[src/rtl/clk_switch_ctrl_if.sv]
// Port bundle between the clock-switch selection controller and its user:
// the toggle inputs, the software select handshake and the switch controls.
interface clk_switch_ctrl_if #(
    parameter int CLK_NUM = 4
);
    localparam int SelW = $clog2(CLK_NUM);

    logic [CLK_NUM-1:0] clk_tgl;
    logic               auto_en;
    logic [SelW-1:0]    sw_sel;
    logic               sw_sel_vld;
    logic               sw_sel_rdy;
    logic [SelW-1:0]    sel;
    logic [CLK_NUM-1:0] clk_fail;
    logic               all_fail;
    logic               switch_busy;
    logic               fail_irq;

    // Requester / environment side: drives toggles and software requests.
    modport master (
        output clk_tgl, auto_en, sw_sel, sw_sel_vld,
        input  sw_sel_rdy, sel, clk_fail, all_fail, switch_busy, fail_irq
    );

    // Controller side.
    modport slave (
        input  clk_tgl, auto_en, sw_sel, sw_sel_vld,
        output sw_sel_rdy, sel, clk_fail, all_fail, switch_busy, fail_irq
    );
endinterface

[src/rtl/clk_switch_ctrl.sv]
// Selection controller for the glitch-free clock switch. Monitors each source
// through its divide-by-2 toggle, flags dead sources with two-window recovery
// hysteresis, and drives the switch select from software requests or from
// automatic failover, holding every new select for a settle period.
module clk_switch_ctrl #(
    parameter int CLK_NUM     = 4,
    parameter int WIN_CYC     = 64,
    parameter int MIN_EDGES   = 4,
    parameter int SETTLE_CYC  = 16,
    parameter int DEFAULT_SEL = 0
) (
    input  logic              clk,
    input  logic              rst_n,
    clk_switch_ctrl_if.slave  bus
);
    localparam int SelW     = $clog2(CLK_NUM);
    localparam int SelRange = 1 << SelW;
    localparam int WinW     = $clog2(WIN_CYC);
    localparam int EdgeW    = $clog2(MIN_EDGES + 1);
    localparam int SettleW  = (SETTLE_CYC > 1) ? $clog2(SETTLE_CYC) : 1;

    typedef enum logic {
        IDLE   = 1'b0,
        SETTLE = 1'b1
    } state_t;

    logic [CLK_NUM-1:0]            tglMeta_q, tglSync_q, tglHist_q;
    logic [CLK_NUM-1:0]            tglEdge;
    logic [WinW-1:0]               winCnt_q, winCnt_d;
    logic                          winEnd;
    logic [CLK_NUM-1:0][EdgeW-1:0] edgeCnt_q, edgeCnt_d;
    logic [CLK_NUM-1:0]            fail_q, fail_d;
    logic [CLK_NUM-1:0]            streak_q, streak_d;
    logic [CLK_NUM-1:0]            healthy;
    logic                          allFail_q, allFail_d;

    state_t                        state_q, state_d;
    logic [SelW-1:0]               sel_q, sel_d;
    logic [SettleW-1:0]            settleCnt_q, settleCnt_d;
    logic                          irq_q, irq_d;
    logic                          rdy;
    logic                          failover;
    logic [SelRange-1:0]           failPad;
    logic [SelRange-1:0]           validIdx;
    logic [SelW-1:0]               firstGood;

    // Two-flop synchronizer per toggle plus a history flop for edge detection.
    always_ff @(posedge clk or negedge rst_n) begin
        if (!rst_n) begin
            tglMeta_q <= '0;
            tglSync_q <= '0;
            tglHist_q <= '0;
        end else begin
            tglMeta_q <= bus.clk_tgl;
            tglSync_q <= tglMeta_q;
            tglHist_q <= tglSync_q;
        end
    end

    assign tglEdge = tglSync_q ^ tglHist_q;
    assign winEnd  = (winCnt_q == WinW'(WIN_CYC - 1));
    assign winCnt_d = winEnd ? '0 : winCnt_q + 1'b1;

    // Per-source edge counting and window-end health evaluation; an edge on
    // the closing cycle still belongs to the closing window.
    always_comb begin
        edgeCnt_d = edgeCnt_q;
        fail_d    = fail_q;
        streak_d  = streak_q;
        healthy   = '0;
        for (int i = 0; i < CLK_NUM; i++) begin
            healthy[i] = (({1'b0, edgeCnt_q[i]} + {{EdgeW{1'b0}}, tglEdge[i]})
                          >= (EdgeW + 1)'(MIN_EDGES));
            if (winEnd) begin
                edgeCnt_d[i] = '0;
                if (!healthy[i]) begin
                    fail_d[i]   = 1'b1;
                    streak_d[i] = 1'b0;
                end else if (fail_q[i]) begin
                    if (streak_q[i]) begin
                        fail_d[i]   = 1'b0;
                        streak_d[i] = 1'b0;
                    end else begin
                        streak_d[i] = 1'b1;
                    end
                end else begin
                    streak_d[i] = 1'b0;
                end
            end else if (tglEdge[i] && (edgeCnt_q[i] != EdgeW'(MIN_EDGES))) begin
                edgeCnt_d[i] = edgeCnt_q[i] + 1'b1;
            end
        end
        allFail_d = &fail_d;
    end

    // Monitor state: window position, edge counts, fail flags and streaks.
    always_ff @(posedge clk or negedge rst_n) begin
        if (!rst_n) begin
            winCnt_q  <= '0;
            edgeCnt_q <= '0;
            fail_q    <= '0;
            streak_q  <= '0;
            allFail_q <= 1'b0;
        end else begin
            winCnt_q  <= winCnt_d;
            edgeCnt_q <= edgeCnt_d;
            fail_q    <= fail_d;
            streak_q  <= streak_d;
            allFail_q <= allFail_d;
        end
    end

    // Helper vectors: fail flags widened to the select range, legal indices,
    // and the lowest-index source that is still healthy.
    always_comb begin
        failPad                = '0;
        failPad[CLK_NUM-1:0]   = fail_q;
        validIdx               = '0;
        for (int k = 0; k < SelRange; k++) begin
            validIdx[k] = (k < CLK_NUM);
        end
        firstGood = '0;
        for (int k = CLK_NUM - 1; k >= 0; k--) begin
            if (!fail_q[k]) begin
                firstGood = SelW'(k);
            end
        end
    end

    assign failover = (state_q == IDLE) && bus.auto_en && failPad[sel_q] && !allFail_q;

    // Select FSM: failover beats software requests; any select change enters
    // SETTLE so the switch handover finishes before the next change.
    always_comb begin
        state_d     = state_q;
        sel_d       = sel_q;
        settleCnt_d = settleCnt_q;
        irq_d       = 1'b0;
        rdy         = 1'b0;
        case (state_q)
            IDLE: begin
                if (failover) begin
                    sel_d       = firstGood;
                    irq_d       = 1'b1;
                    state_d     = SETTLE;
                    settleCnt_d = SettleW'(SETTLE_CYC - 1);
                end else begin
                    rdy = 1'b1;
                    if (bus.sw_sel_vld && validIdx[bus.sw_sel] && (bus.sw_sel != sel_q)) begin
                        sel_d       = bus.sw_sel;
                        state_d     = SETTLE;
                        settleCnt_d = SettleW'(SETTLE_CYC - 1);
                    end
                end
            end
            SETTLE: begin
                if (settleCnt_q == '0) begin
                    state_d = IDLE;
                end else begin
                    settleCnt_d = settleCnt_q - 1'b1;
                end
            end
            default: begin
                state_d = IDLE;
            end
        endcase
    end

    // Select FSM registers.
    always_ff @(posedge clk or negedge rst_n) begin
        if (!rst_n) begin
            state_q     <= IDLE;
            sel_q       <= SelW'(DEFAULT_SEL);
            settleCnt_q <= '0;
            irq_q       <= 1'b0;
        end else begin
            state_q     <= state_d;
            sel_q       <= sel_d;
            settleCnt_q <= settleCnt_d;
            irq_q       <= irq_d;
        end
    end

    assign bus.sw_sel_rdy  = rdy;
    assign bus.sel         = sel_q;
    assign bus.clk_fail    = fail_q;
    assign bus.all_fail    = allFail_q;
    assign bus.switch_busy = (state_q == SETTLE);
    assign bus.fail_irq    = irq_q;
endmodule
[src/flat_wrapper.sv]
// flat-port wrapper written by rule: the top's interface ports become plain ports
module clk_switch_ctrl_flat 
#(
    parameter int CLK_NUM     = 4,
    parameter int WIN_CYC     = 64,
    parameter int MIN_EDGES   = 4,
    parameter int SETTLE_CYC  = 16,
    parameter int DEFAULT_SEL = 0
)
  (clk, rst_n, bus_clk_tgl, bus_auto_en, bus_sw_sel, bus_sw_sel_vld, bus_sw_sel_rdy, bus_sel, bus_clk_fail, bus_all_fail, bus_switch_busy, bus_fail_irq);
  clk_switch_ctrl_if #(.CLK_NUM(CLK_NUM)) bus_i ();
  input  logic clk;
  input  logic rst_n;
  input wire logic [$bits(bus_i.clk_tgl)-1:0] bus_clk_tgl;
  input wire logic [$bits(bus_i.auto_en)-1:0] bus_auto_en;
  input wire logic [$bits(bus_i.sw_sel)-1:0] bus_sw_sel;
  input wire logic [$bits(bus_i.sw_sel_vld)-1:0] bus_sw_sel_vld;
  output wire logic [$bits(bus_i.sw_sel_rdy)-1:0] bus_sw_sel_rdy;
  output wire logic [$bits(bus_i.sel)-1:0] bus_sel;
  output wire logic [$bits(bus_i.clk_fail)-1:0] bus_clk_fail;
  output wire logic [$bits(bus_i.all_fail)-1:0] bus_all_fail;
  output wire logic [$bits(bus_i.switch_busy)-1:0] bus_switch_busy;
  output wire logic [$bits(bus_i.fail_irq)-1:0] bus_fail_irq;
  assign bus_i.clk_tgl = bus_clk_tgl;
  assign bus_i.auto_en = bus_auto_en;
  assign bus_i.sw_sel = bus_sw_sel;
  assign bus_i.sw_sel_vld = bus_sw_sel_vld;
  assign bus_sw_sel_rdy = bus_i.sw_sel_rdy;
  assign bus_sel = bus_i.sel;
  assign bus_clk_fail = bus_i.clk_fail;
  assign bus_all_fail = bus_i.all_fail;
  assign bus_switch_busy = bus_i.switch_busy;
  assign bus_fail_irq = bus_i.fail_irq;
  clk_switch_ctrl #(.CLK_NUM(CLK_NUM), .WIN_CYC(WIN_CYC), .MIN_EDGES(MIN_EDGES), .SETTLE_CYC(SETTLE_CYC), .DEFAULT_SEL(DEFAULT_SEL)) u_core (.clk(clk), .rst_n(rst_n), .bus(bus_i));
endmodule
[config.mk]
export PLATFORM = sky130hd
export DESIGN_NAME = clk_switch_ctrl_flat
export DESIGN_NICKNAME = d
export VERILOG_FILES = /design/src/rtl/clk_switch_ctrl_if.sv /design/src/rtl/clk_switch_ctrl.sv /design/src/flat_wrapper.sv
export SDC_FILE = /design/constraint.sdc
export NUM_CORES = 1
export LEC_CHECK = 0
export CAP_MARGIN = 20
export CORE_MARGIN = 1.5
export CORE_UTILIZATION = 40
export CTS_CLUSTER_DIAMETER = 60
export DETAILED_ROUTE_END_ITERATION = 10
export GPL_TIMING_DRIVEN = 0
export PLACE_DENSITY = 0.58
export SYNTH_ARGS = -nofsm -noshare
export SYNTH_HDL_FRONTEND = slang
export SYNTH_SLANG_ARGS = --single-unit
[constraint.sdc]
create_clock -name clk -period 4.93 [get_ports clk]
set_input_delay 0.986 -clock clk [delete_from_list [all_inputs] [get_ports clk]]
set_output_delay 0.986 -clock clk [all_outputs]
set_load 0.005 [all_outputs]
After elaboration in Yosys (flattened, before gate mapping)
Cells that the tools add are included.
{ "word_totals": {"ff_bits": 47, "latch_bits": 0, "mem_bits_rw": 0, "rom_bits": 0, "input_bits": 10, "word_cells": 111, "n_memories": 0} }
{ "op_classes": {"n_addsub": 10, "n_mul": 0, "n_div": 0, "magnitude_cmp": 6, "n_eq_ne": 8, "shifts": 0, "muxes": 51, "n_bitwise": 2, "reduce_logical": 19} }
{ "ops": {"columns": ["operator", "n"], "rows": [
  ["2-to-1 mux 1 bit", 29],
  ["2-to-1 mux 3 bit", 8],
  ["adder 3 x 1 -> 4 bit", 4],
  ["greater-or-equal comparator 4 x 3 -> 1 bit (second input constant)", 4],
  ["adder 3 x 1 -> 3 bit (second input constant)", 4],
  ["2-to-1 mux 2 bit", 6],
  ["2-to-1 mux 4 bit", 3],
  ["inequality test 3 bit (second input constant)", 4],
  ["nonzero test 2 bit", 5],
  ["logical AND 1 bit", 9],
  ["case mux 4 bit (2 select lines)", 1],
  ["adder 6 x 1 -> 6 bit (second input constant)", 1],
  ["equality test 6 bit (second input constant)", 1],
  ["< comparator 2 x 3 -> 1 bit (second input constant)", 2],
  ["2-to-1 mux 6 bit", 1],
  ["binary-select mux 1 bit (select 2 bit)", 2],
  ["zero test 4 bit", 1],
  ["AND reduction 2 bit", 2],
  ["AND reduction 4 bit", 1],
  ["subtractor 4 x 1 -> 4 bit (second input constant)", 1],
  ["bitwise XOR 4 bit", 1],
  ["inequality test 3 x 2 -> 1 bit (second input constant)", 1],
  ["inequality test 2 bit", 1],
  ["inequality test 2 bit (second input constant)", 1],
  ["other kinds (3)", 3]
]} }

Longest topological paths before layout
Gate-level depths: netlist of the first run.
{ "logic_depth": {"word_depth": 7, "ltp_mapped": 7} }

Worst setup path before layout of the first run
OpenSTA, ideal clock, no wires.
{ "synth_path": {"kind": "in2out", "startpoint": "input bus_auto_en", "endpoint": "output bus_sw_sel_rdy", "arrival_ns": 1.394, "required_time_ns": 3.944, "setup_slack_ns": 2.550, "stages": 3, "path_buffers": 1, "cell_sequence": "and3_1 > buf_6 > nor2_1"} }
{ "synth_between": {"elab_chain_cells": 5} }
{ "synth_rtl": {"columns": ["element", "line", "rtl"], "rows": [
  ["start: declaration", "flat_wrapper.sv:15", "input wire logic [$bits(bus_i.auto_en)-1:0] bus_auto_en;"],
  ["logical AND 1 bit (3 in series)", "clk_switch_ctrl.sv:130", "assign failover = (state_q == IDLE) && bus.auto_en && failPad[sel_q] && !allFail_q;"],
  ["2-to-1 mux 1 bit", "clk_switch_ctrl.sv:142", "if (failover) begin"],
  ["2-to-1 mux 1 bit", "clk_switch_ctrl.sv:140", "case (state_q)"],
  ["end: declaration", "flat_wrapper.sv:18", "output wire logic [$bits(bus_i.sw_sel_rdy)-1:0] bus_sw_sel_rdy;"]
]} }
Every way passes these cells.

Worst setup path after layout of the first run
Same ends and word-level chain as after synthesis.

==> results of run 1 <==
## cells by family after synthesis
logic type      Yosys count  share of synthesized area
mux                       1                     0.0107
compound gates           33                      0.109
fa+ha+maj                11                     0.0654
flops                    47                      0.559
xor+xnor                 17                     0.0707
buf+inv                  17                     0.0351
simple gates             66                      0.150
## metal layers
metal	up-vias	share of wire
met5	-	0
met4	0	0.015
met3	5	0.036
met2	22	0.49
met1	666	0.46
li1	706	-
## worst max path at each step
stage | start | endpoint | slack (ns) | depth (start not counted)
2_1_floorplan | bus_auto_en | bus_sw_sel_rdy | 2.55 | 3
3_3_place_gp | rst_n | u_core.winCnt_q[0]$_DFF_PN0_ | 1.52 | 1
3_5_place_dp | bus_auto_en | bus_sw_sel_rdy | 1.60 | 5
4_1_cts | bus_auto_en | bus_sw_sel_rdy | 1.59 | 5
5_1_grt | bus_auto_en | bus_sw_sel_rdy | 1.55 | 5
6_report | bus_auto_en | bus_sw_sel_rdy | 1.58 | 5
## cell type report
| class | instances | area [µm²] | share of cell area |
|---|---|---|---|
| clock inverter | 2 | 35.0 | 0.0139 |
| buffer | 4 | 25.0 | 0.00995 |
| tap | 70 | 87.6 | 0.0348 |
| timing repair buffer | 20 | 205 | 0.0816 |
| multi-input combinational | 128 | 856 | 0.340 |
| clock buffer | 6 | 82.6 | 0.0328 |
| inverter | 13 | 48.8 | 0.0194 |
| sequential | 47 | 1180 | 0.467 |
## worst max-delay path, delay by kind of cell
kind                   cells  cell delay [ns]
and+or+nand+nor            2             0.31
buffers and inverters      3             1.06
## synthesized netlist by cell type
master,number
and3_1,2
mux4_2,1
o31ai_1,1
xor2_1,12
nor3_1,2
o21ai_0,11
or4b_2,1
a21boi_0,1
a22oi_1,1
buf_2,2
nand4b_1,1
dfrtp_1,47
o21ba_4,1
nand3_1,15
a21oi_1,8
o21ai_1,1
nor2_1,17
and4_1,1
or2_1,1
xnor2_1,5
a31o_2,4
nor4_1,1
ha_1,11
buf_6,1
nand2b_1,1
nand3_2,1
and2_1,2
a22o_1,3
a221oi_2,2
nand2_1,19
inv_1,13
clkbuf_1,1
nor3b_1,2
## power breakdown
part / total [µW] / internal (µW) / switching, µW
Clock: 290 / 164 / 126
Sequential: 552 / 471 / 80.5
Combinational: 347 / 179 / 168
## state kept, by name (all words and copies together) (netlist names)
register,flops
u_core.settleCnt_q,4
u_core.bus.clk_fail,4
u_core.winCnt_q,6
u_core.tglMeta_q,4
u_core.bus.switch_busy,1
u_core.streak_q,4
u_core.tglHist_q,4
u_core.bus.all_fail,1
u_core.bus.sel,2
u_core.edgeCnt_q,12
u_core.bus.fail_irq,1
u_core.tglSync_q,4
## stage by stage
stage               utilization  hold slack, ns  total power, µW  cells  setup slack (ns)
floorplan                     -           0.331              801    192              2.55
global placement          0.470           0.332              896    281              1.52
detailed placement        0.473           0.336              908    282              1.60
CTS                       0.496           0.348             1210    290              1.59
global route              0.496           0.352             1280    290              1.55
finish                    0.496           0.343             1190    290              1.58
## cells in the final DEF (no fill, tap or decap), drive strengths merged
master	count
a221oi	2
mux4	1
a21oi	8
and3	2
nor3	2
o31ai	1
or4b	1
o21ba	1
xor2	12
clkdlybuf4s50	18
o21ai	12
and2	2
nand2	19
a21boi	1
xnor2	5
and4	1
inv	13
nand3	16
nor3b	2
nand4b	1
dfrtp	47
a22oi	1
bufinv	1
buf	5
nor2	17
clkbuf	7
nand2b	1
clkinv	1
ha	11
a22o	3
a31o	4
nor4	1
or2	1
==> run_results.csv, run 1 <==
group,metric,value,unit
sta,finalSetupViolCount,0,
synthesis,syn-num-nets,213,
worst_setup_path,regToRegSetupSlack,3.00,ns
synthesis,synth_area_leader_cell,"dfrtp_1",
synthesis,synthCells,192,
sta,period_share,0.679,
global_routing,grt_pass1_vias,1295,
sta,clock_skew,0.00880,ns
final_layout,fin_nets,240,
route,wl,3620,µm
sta,timing.final.crit_period,3.35,ns
synthesis,ys_seq_elements,47,
worst_setup_path,critPathMaxStageDelay,0.53,ns
sta,rsz0062_at_grt,"no",
route,antenna_left,0,
sta,worst_slew_pin_slew,0.565,ns
clock_tree,cts_buffers,5,
pwr,p_leak,0.00113,µW
synthesis,yosys.area.top_type_share,0.559,
final_layout,diodes,0,
worst_hold_path,min_to,"u_core.tglSync_q[0]$_DFF_PN0_",
route,wire_per_inst,12.5,µm
place,numPortBuffers,19,
worst_hold_path,min_path_cells,0,
final_layout,post_route_cells_drive_above_1_share,0.105,
final_layout,area_growth,19.5,%
worst_setup_path,crit_path_start_kind,"input pin",
sta,drv_slew,0,
synthesis,netlist_area,2110,µm²
sta,maxSlewHeadroom,0.620,
worst_setup_path,cp_data_required_time,3.94,ns
route,first_pass_iters,3,
place,dpl_cell_area,2400,µm²
clock_tree,postCtsHoldBufs,0,
clock_tree,clk_pin_slew,0.09,ns
worst_setup_path,crit_fanout,6,
floorplan,fp.dieH,75.6,µm
clock_tree,cts_sinks,47,
route,drc,0,
route,vias,1399,
global_routing,grt_pass1_wl,6040,µm
sta,tns,0,ns
sta,max_freq,0.299,GHz
clock_tree,htreeDepth,2,
pwr,power.density,473,nW/µm²
worst_setup_path,worst-setup-path-type,"in -> out",
worst_setup_path,cp_cell_sequence,"clkdlybuf4s50_1, and3_1, buf_6, nor2_1, clkdlybuf4s50_1",
route,drtIter0Drc,51,
floorplan,die_w,75.6,µm
run,cap_violations,0,
global_routing,antenna_found_initial,0,
route,vias_per_cell,4.82,
sta,final-hold-violation-count,0,
synthesis,yosys_warnings,0,
floorplan,core_area,5070,µm²
worst_setup_path,regToRegEndpoint,"u_core.edgeCnt_q[8]$_DFFE_PN0P_",
final_layout,fillCellCount,497,
worst_setup_path,cpMostUsedCell,"clkdlybuf4s50_1",
synthesis,synthTopCellsByArea,"dfrtp_1, ha_1, xor2_1",
worst_setup_path,cp_slowest_cell,"clkdlybuf4s50_1",
floorplan,initial_core_util,0.415,
clock_tree,insertion_delay,0.30,ns
global_routing,use_met2,0.245,
worst_setup_path,arrival,2.36,ns
worst_setup_path,worst_r2r_path_depth,6,
floorplan,die-area,5710,µm²
final_layout,fin_area,2520,µm²
global_routing,grt.overflow.total,0,
run_status,run_status,"complete, no violations",
floorplan,pin_count,20,
global_routing,grt-busiest-layer,"met2",
worst_hold_path,min_path_type,"reg -> reg",
pwr,irDropWorstVdd,268,µV
global_routing,grt_max_degree,37,
clock_tree,tritoncts,"done",
place,gp_congestion,0.733,
worst_hold_path,min_from,"u_core.tglMeta_q[0]$_DFF_PN0_",
synthesis,ys_types,33,
global_routing,grt_use_met3,0.0437,
place,dp_hpwl,2570,µm
clock_tree,postCtsSetupBuffers,0,
worst_setup_path,r2r-start,"u_core.winCnt_q[0]$_DFF_PN0_",
global_routing,use_met1,0.178,
clock_tree,cts-resized-gates,0,
global_routing,grt_util_all_layers,0.146,
synthesis,avgSynthCellArea,11.0,µm²
worst_setup_path,critPathCaptureType,"output pin",
clock_tree,clock-root-buffer,"clkbuf_8",
floorplan,num_rows,26,
synthesis,ys_seq_area_frac,0.559,
clock_tree,ctsLongestPathBuffers,2,
Note: power is estimated with default switching activity, not from simulation.
==> inputs of run 2 (changes only) <==
Settings changed: PLACE_DENSITY 0.58 to 0.6.
Clock period 4.93 ns to 2.85 ns, I/O delays scaled along.
==> run 2 against run 1 <==
Die area did not move. Critical endpoint unchanged. Non-clock buffer count rose by 1. Sequential cell count is the same. Clock power rose by 32%. Routed wire length is 4.9% lower. Combinational power rose by 77%. Global-route usage is 0.63 points lower. Critical path type is now reg -> out. Register-to-register slack worse by 2.1 ns.
==> run_results.csv, run 2 (synthesis results as in run 1) <==
group,metric,value,unit
run_status,run_status,"complete, no violations",
global_routing,antenna_found_initial,0,
worst_setup_path,cp_data_required_time,2.28,ns
final_layout,final_common_cell,"dfrtp_1",
worst_setup_path,arrival,2.16,ns
sta,maxSlewHeadroom,0.626,
sta,max_freq,0.367,GHz
floorplan,core_area,5070,µm²
worst_setup_path,worstSetupPathDepth,5,
clock_tree,ctsLongestPathBuffers,2,
sta,timing.final.crit_period,2.73,ns
place,dpl_cell_area,2400,µm²
place,place_ws,0.322,ns
final_layout,top_register,"u_core.edgeCnt_q",
global_routing,grt_pass1_wl,5850,µm
clock_tree,cts_sinks,47,
route,wl_met3,134,µm
global_routing,grt.overflow.total,0,
pwr,power.density,780,nW/µm²
route,drtIter0Drc,38,
floorplan,pin_count,20,
final_layout,diodes,0,
route,wire_per_inst,11.8,µm
sta,final-hold-violation-count,0,
route,antenna_left,0,
place,numPortBuffers,19,
worst_setup_path,worst_r2r_path_depth,6,
worst_setup_path,crit_path_start_kind,"register",
worst_setup_path,crit_fanout,6,
place,dp_hpwl,2490,µm
pwr,p_leak,0.00111,µW
worst_setup_path,cp_cell_sequence,"mux4_2, and3_1, buf_6, nor2_2, clkdlybuf4s50_1",
worst_setup_path,worst-setup-path-type,"reg -> out",
route,drc,0,
sta,finalSetupViolCount,0,
worst_setup_path,crit_family,"buffers and inverters",
worst_setup_path,r2r-start,"u_core.winCnt_q[0]$_DFF_PN0_",
clock_tree,clock-root-buffer,"clkbuf_8",
floorplan,die_w,75.6,µm
final_layout,fin_area,2490,µm²
worst_setup_path,regToRegEndpoint,"u_core.edgeCnt_q[2]$_DFFE_PN0P_",
global_routing,grt_util_all_layers,0.140,
pwr,total_power,1950,µW
sta,rsz0062_at_grt,"no",
route,highest_layer,"met4",
place,gp_congestion,0.745,
final_layout,final_cells,291,
sta,tns,0,ns
worst_setup_path,critPathCaptureType,"output pin",
final_layout,largest_reg_flops,12,
final_layout,fin_nets,241,
final_layout,post_route_cells_drive_above_1_share,0.113,
pwr,irDropWorstVdd,334,µV
sta,fin_ws,0.122,ns
sta,clock_skew,0.00493,ns
floorplan,initial_core_util,0.415,
worst_setup_path,endpoint,"bus_sw_sel_rdy",
clock_tree,cts_buffers,5,
floorplan,die-area,5710,µm²
worst_setup_path,cp_slowest_cell,"clkdlybuf4s50_1",
place,placedCellCount,282,
route,wl,3440,µm
clock_tree,tritoncts,"done",
route,wl_met2,1600,µm
global_routing,grt_max_degree,32,
global_routing,grt_pass1_vias,1338,
route,vias_per_cell,4.98,
sta,worst_slew_pin_slew,0.557,ns
clock_tree,htreeDepth,2,
route,m1WireLength,1630,µm
sta,drv_slew,0,
worst_setup_path,regToRegSetupSlack,0.94,ns
final_layout,area_growth,18.5,%
worst_setup_path,cp.buffers_inverters,2,
final_layout,largestRegisters,"u_core.edgeCnt_q (12), u_core.winCnt_q (6)",
worst_hold_path,min_path_type,"in -> async",
floorplan,num_rows,26,
floorplan,fp.dieH,75.6,µm
sta,period_share,0.957,
route,first_pass_iters,4,
final_layout,final_cell_mix,"dfrtp_1, nand2_1, clkdlybuf4s50_1",
route,vias,1450,
clock_tree,clk_pin_slew,0.08,ns
clock_tree,insertion_delay,0.30,ns
worst_setup_path,critPathMaxStageDelay,0.52,ns
run,cap_violations,0,
worst_setup_path,cp-startpoint,"u_core.bus.clk_fail[1]$_DFF_PN0_",
-- run 2: cell type report --
cell class                      count  area (µm²)
Buffer                              4        25.0
Clock buffer                        6        72.6
Clock inverter                      2        12.5
Fill cell                         497        2580
Inverter                           13        48.8
Multi-Input combinational cell    128         858
Sequential cell                    47        1180
Tap cell                           70        87.6
Timing Repair Buffer               21         213
-- run 2: stage by stage --
step            util  hold WS, ns
3_5_place_dp   0.473        0.336
4_1_cts        0.491        0.194
2_1_floorplan      -        0.274
6_report       0.492        0.191
3_3_place_gp   0.470        0.332
5_1_grt        0.492        0.209
-- run 2: how the worst min path moves through the flow --
stage               slack, ns                     startpoint                               to  depth (start not counted)
floorplan                0.27                          rst_n    u_core.bus.all_fail$_DFF_PN0_                          0
global placement         0.33  u_core.tglMeta_q[2]$_DFF_PN0_    u_core.tglSync_q[2]$_DFF_PN0_                          0
detailed placement       0.34  u_core.tglMeta_q[2]$_DFF_PN0_    u_core.tglSync_q[2]$_DFF_PN0_                          0
CTS                      0.19                          rst_n  u_core.edgeCnt_q[3]$_DFFE_PN0P_                          1
global route             0.21                          rst_n  u_core.edgeCnt_q[3]$_DFFE_PN0P_                          1
finish                   0.19                          rst_n    u_core.bus.fail_irq$_DFF_PN0_                          1
-- run 2: where the power goes --
group	leakage, µW	switching, µW	internal [µW]	total, µW
Sequential	0.000566	136	815	951
Clock	0.0000412	211	171	383
Combinational	0.000501	296	318	613
Total	0.00111	642	1300	1950
-- run 2: layer usage --
layer	track usage	up-vias
met5	0	-
met3	0.0397	7
met4	0.0714	0
met1	0.165	713
li1	-	707
met2	0.234	23
-- run 2: worst reg2reg max path, stage by stage (launching register included) --
cell      delay (ns)
dfrtp_1         0.41
ha_1            0.15
buf_2           0.18
nand2_1         0.09
nor2_1          0.38
clkbuf_1        0.45
nor2_1          0.12
-- run 2: timing repair --
| action | 4_1_cts | 5_1_grt |
|---|---|---|
| buffers inserted | 1 | 0 |
| setup endpoints to repair | 1 | 1 |
| hold buffers | 0 | 0 |
| resized for setup | 0 | 2 |
